## src/rtl/d_input_conditioner.sv

```systemverilog
// Synchronises and debounces a raw async data input; emits a stable level plus update/edge strobes.
// Latency: SYNC_STAGES + DEBOUNCE_CYCLES edges from a held input change to d_out.
// Backpressure: none; en=0 freezes the filter while the synchroniser keeps running.
module d_input_conditioner #(
  parameter int unsigned SYNC_STAGES     = 2,
  parameter int unsigned DEBOUNCE_CYCLES = 4,
  parameter int unsigned CNT_W           = 3
) (
  input  logic clk,
  input  logic reset,
  input  logic din_raw,
  input  logic en,
  output logic d_out,
  output logic d_valid,
  output logic rise,
  output logic fall,
  output logic busy
);

  typedef enum logic {
    IDLE  = 1'b0,
    COUNT = 1'b1
  } state_t;

  localparam logic [CNT_W-1:0] CNT_LAST = CNT_W'(DEBOUNCE_CYCLES - 1);
  localparam logic [CNT_W-1:0] CNT_ONE  = CNT_W'(1);

  logic [SYNC_STAGES-1:0] sync;
  logic                   s;
  state_t                 state, state_nxt;
  logic [CNT_W-1:0]       cnt, cnt_nxt;
  logic                   upd;

  assign s    = sync[SYNC_STAGES-1];
  assign busy = (state == COUNT);

  always_ff @(posedge clk or negedge reset) begin
    if (!reset) begin
      sync <= '0;
    end else begin
      sync <= {sync[SYNC_STAGES-2:0], din_raw};
    end
  end

  always_ff @(posedge clk or negedge reset) begin
    if (!reset) begin
      state <= IDLE;
      cnt   <= '0;
    end else begin
      state <= state_nxt;
      cnt   <= cnt_nxt;
    end
  end

  // cnt tracks how many consecutive samples have disagreed with d_out so far.
  always_comb begin
    state_nxt = state;
    cnt_nxt   = cnt;
    upd       = 1'b0;
    if (en) begin
      case (state)
        IDLE: begin
          if (s != d_out) begin
            if (DEBOUNCE_CYCLES == 1) begin
              upd     = 1'b1;
              cnt_nxt = '0;
            end else begin
              cnt_nxt   = CNT_ONE;
              state_nxt = COUNT;
            end
          end else begin
            cnt_nxt = '0;
          end
        end
        COUNT: begin
          if (s == d_out) begin
            cnt_nxt   = '0;
            state_nxt = IDLE;
          end else if (cnt == CNT_LAST) begin
            upd       = 1'b1;
            cnt_nxt   = '0;
            state_nxt = IDLE;
          end else begin
            cnt_nxt = cnt + 1'b1;
          end
        end
        default: begin
          cnt_nxt   = '0;
          state_nxt = IDLE;
        end
      endcase
    end
  end

  always_ff @(posedge clk or negedge reset) begin
    if (!reset) begin
      d_out   <= 1'b0;
      d_valid <= 1'b0;
      rise    <= 1'b0;
      fall    <= 1'b0;
    end else begin
      d_valid <= upd;
      rise    <= upd & s;
      fall    <= upd & ~s;
      if (upd) begin
        d_out <= s;
      end
    end
  end

endmodule
```

## config.mk

```make
export PLATFORM = sky130hd
export DESIGN_NAME = d_input_conditioner
export DESIGN_NICKNAME = d
export VERILOG_FILES = /design/src/rtl/d_input_conditioner.sv
export SDC_FILE = /design/constraint.sdc
export NUM_CORES = 1
export LEC_CHECK = 0
export ABC_AREA = 1
export CAP_MARGIN = 25
export CORE_AREA = 3 3 40 42
export CTS_BUF_LIST = sky130_fd_sc_hd__clkbuf_8
export CTS_CLUSTER_SIZE = 8
export DETAILED_ROUTE_END_ITERATION = 12
export DIE_AREA = 0 0 43 45
export HOLD_SLACK_MARGIN = 0.03
export PLACE_DENSITY = 0.63
export SLEW_MARGIN = 20
export SYNTH_ARGS = -nofsm -noshare
export SYNTH_HDL_FRONTEND = slang
export SYNTH_SLANG_ARGS = --single-unit
```

## constraint.sdc

```tcl
create_clock -name clk -period 1.9 [get_ports clk]
set_input_delay 0.475 -clock clk [delete_from_list [all_inputs] [get_ports clk]]
set_output_delay 0.475 -clock clk [all_outputs]
set_load 0.02 [all_outputs]
```

After elaboration in Yosys (flattened, before gate mapping)

Index checks and enable logic that the tools add are counted.

Flip-flop bits (word level): 10
Input bits: 4
Output and inout port bits: 5
Logic and storage cells: 27

Add/sub/neg operators: 1
Equal/unequal tests: 3
Mux-type cells: 12
Bitwise gates (word level): 4

Operators by type and width:

| cell                                          | number |
|---|---|
| two-way mux 1 bit                             | 8 |
| two-way mux 3 bit                             | 2 |
| case mux 3 bit (2 select lines)               | 1 |
| adder 3 x 1 -> 3 bit, second input constant   | 1 |
| == test 3 x 2 -> 1 bit, second input constant | 1 |
| bitwise AND 1 bit                             | 2 |
| inverter 1 bit                                | 2 |
| case mux 1 bit (2 select lines)               | 1 |
| == test 1 bit                                 | 1 |
| != test 1 bit                                 | 1 |

Depth between registers and ports, before layout

Word-level depth: 6
Gate-level depth with buffers: 6
Mapped depth without buffers: 6

Worst setup path before layout

No wires, ideal clock.

Path type: register -> register
From: register state (netlist: busy)
To: register d_out
Library setup time: 0.118 ns
Arrival: 0.877 ns
Required time: 1.782 ns
Slack: 0.905 ns
Cell stages (with the launch flop): 6
Path buffers: 0
Period minus slack after synthesis: 0.995 ns
Path through: dfrtp_1 -> nand2_2 -> nor2_4 -> nand2_2 -> nand2_1 -> nand2_1

Cells in the longest elaborated chain, start to end: 2

RTL lines:

| item                   | line | source |
|---|---|---|
| start, declared        | 30   | `state_t state, state_nxt;` |
| start signal, assigned | 50   | `state <= state_nxt;` |
| two-way mux 1 bit      | 61   | `case (state)` |
| two-way mux 1 bit      | 60   | `if (en) begin` |
| end signal, assigned   | 106  | `d_out <= s;` |
| end, declared          | 13   | `output logic d_out,` |

No other way between the ends.
A chain may end at the register's enable or synchronous reset.

Worst setup path in the final report

From: register state (netlist: busy)
To: output port busy

RTL lines:

| item          | line | source |
|---|---|---|
| end, declared | 17   | `output logic busy` |

No word-level cell between the ends.

==> qor.txt <==
Crit Path Class: reg2out
Power per cell area: 1090 nW/µm²
Max Root-Sink Buffers: 2
Synth top area share: 58.0%
Final nets: 67
Period minus WS final: 1.77 ns
Max-slew headroom: 70.0%
Internal power: 466 µW
Worst-Skew Late Latency: 0.24 ns
Final hold violation count: 0
Crit path required time: 1.42 ns
Crit. End Element: primary output
Setup ws final: 0.127 ns
Die area: 1940 µm²
Area leader, netlist: dfrtp_1
Setup TNS: 0 ns
Worst path bufs/invs: 1
Final Instance Area: 586 µm²
Final GP Congestion: 0.729
Leak Pwr: 0.312 nW
I/O pin total: 9
Slowest cell on crit path: clkdlybuf4s50_1
Drt pass-1 iters: 2
Area growth, synth to finish: 35.7%
Post-placement cell count: 72
Actual slew at the worst max-slew pin: 0.449 ns
Hold_buf cts: 0
Drt wl/cell: 9.33 µm
Critical-path cell list: clkdlybuf4s50_1
Post-Route WL: 709 µm
Yosys cell types: 12
YS warnings: 0
Synth Register Bits: 10
H-tree depth: 1
Skew final: 0.00346 ns
Leading post-synthesis cells by cell area: dfrtp_1 58%, nand2_1 16%, inv_1 5.2%
Worst Path Max Fanout: 6
RSZ-0062 raised after global routing: no
Final non-filler cell total: 76
DP Wirelength: 566 µm
Achievable frequency: 564 MHz
Detailed router's first-iteration violation count: 3
Switching power total: 170 µW
Clock sinks: 10
Starting Density: 33.6%
Net Sw Frac: 26.7%
Final period util: 93.3%
Design Power: 636 µW
Arr. time, crit path: 1.30 ns
Die width: 43 µm
Post-Syn Nets: 54
Wire length of the first global-routing pass: 1.26 mm
Largest net degree at the start of global routing: 11
Vias per cell: 4.43
Clock power frac: 41.7%
Combinational power share: 18.0%
DR vias: 337
Share of cells above drive strength 1: 18.0%
Rows: 13
Post-synthesis sequential area ratio: 58.0%
Layout fillers: 132
Post-placement cell area: 531 µm²
Mapped cell area: 432 µm²
Startpoint Class: flop
Initial antenna violation count: 0
Clock transition at path regs: 0.05 ns
# Max-Cap Violations: 0
CTS tree: done
Post-Syn Instances: 49
Die H: 45 µm
Cell family with most CP delay: buffers and inverters
Clock root cell: clkbuf_8
Maximum VDD drop: 0.460 mV
Pre-CTS setup slack: 0.380 ns
Core area: 1280 µm²
DRC viols: 0
Global route overflow: 0
Worst Hold Class: reg2reg
Routed Antenna Nets: 0
Finish-stage setup viols: 0
IO Port Bufs: 8
Sequential share of power: 40.3%
Synth Area per Inst: 8.81 µm²
Setup bufs post-CTS: 0
CP peak stage delay: 0.64 ns
CP startpoint: busy
Vias in the first global route: 336
Gr usage total: 9.60%
HP Start: sync[0]
Reg-to-Reg Start: cnt[0]
Number of CTS-inserted buffers: 3
Post-cts resize count: 0
Max-slew violations: 0
Antenna cells: 0
Outcome: finished clean
[sequential cells by signal (all words and copies together), names as in the netlist]
name and count:
rise 1, d_out 1, fall 1, d_valid 1, cnt 3, busy 1
sync 2
[cell usage after synthesis]
library cell / n
nand2_1: 18
dfrtp_1: 10
inv_1: 6
nand2_2: 3
nand3_1: 3
inv_2: 2
nor2_1: 2
a21oi_1: 1
ha_1: 1
nand3b_1: 1
nor2_2: 1
nor2_4: 1
[cells by family (layout without fill, tap and decap cells)]
| kind of cell | count (synthesis) | after routing | share of synthesized area (%) |
|---|---|---|---|
| AO/OA/AOI/OAI | 1 | 1 | 1.16 |
| adder cells (fa/ha/maj) | 1 | 1 | 2.90 |
| buffers and inverters | 8 | 20 | 6.96 |
| flip-flops | 10 | 10 | 58.0 |
| AND/OR/NAND/NOR | 29 | 29 | 31.0 |
[power groups by stage]
stage	logic, mW	clock network, mW	registers [mW]
floorplan	0.0597	0	0.270
global placement	0.114	0	0.260
detailed placement	0.117	0	0.260
CTS	0.117	0.276	0.257
global route	0.129	0.289	0.260
finish	0.114	0.265	0.257
[cell usage in the layout, fill, tap and decap left out, drive strengths merged]
cell type,synthesis,layout
nor2,4,4
nand3,3,3
clkbuf,0,4
clkdlybuf4s50,0,8
a21oi,1,1
nand3b,1,1
dfrtp,10,10
ha,1,1
inv,8,8
nand2,21,21
[cell type report]
| type | count | area (µm²) | share of cell area [%] |
|---|---|---|---|
| sequential | 10 | 250 | 42.7 |
| multi-input combinational | 31 | 151 | 25.9 |
| timing repair buffer | 8 | 80.1 | 13.7 |
| clock buffer | 4 | 55.1 | 9.40 |
| inverter | 8 | 30.0 | 5.13 |
| tap | 15 | 18.8 | 3.21 |
[metrics by stage]
step / util [%] / hold WS, ns
finish: 45.6 / 0.350
global route: 45.6 / 0.363
CTS: 45.6 / 0.353
detailed placement: 41.3 / 0.342
global placement: 41.3 / 0.335
floorplan: - / 0.179
[routing by layer]
metal	track usage, %	vias up	share of wire, %
met1	9.98	157	41
met2	14.1	7	50
met3	4.78	3	5.5
li1	-	170	-
met5	0	-	0
met4	9.04	0	3.2
[final timing paths]
path / end / slack (ns) / cells after the start
min in group asynchronous: fall / 0.55 / 1
worst min-delay path: sync[1] / 0.35 / 0
worst min register to register: sync[1] / 0.35 / 0
worst max register to register: d_out / 0.85 / 6
max in group asynchronous: d_out / 1.04 / 1
worst max-delay path: busy / 0.13 / 1
No activity file was read; power rests on OpenSTA's default activity.
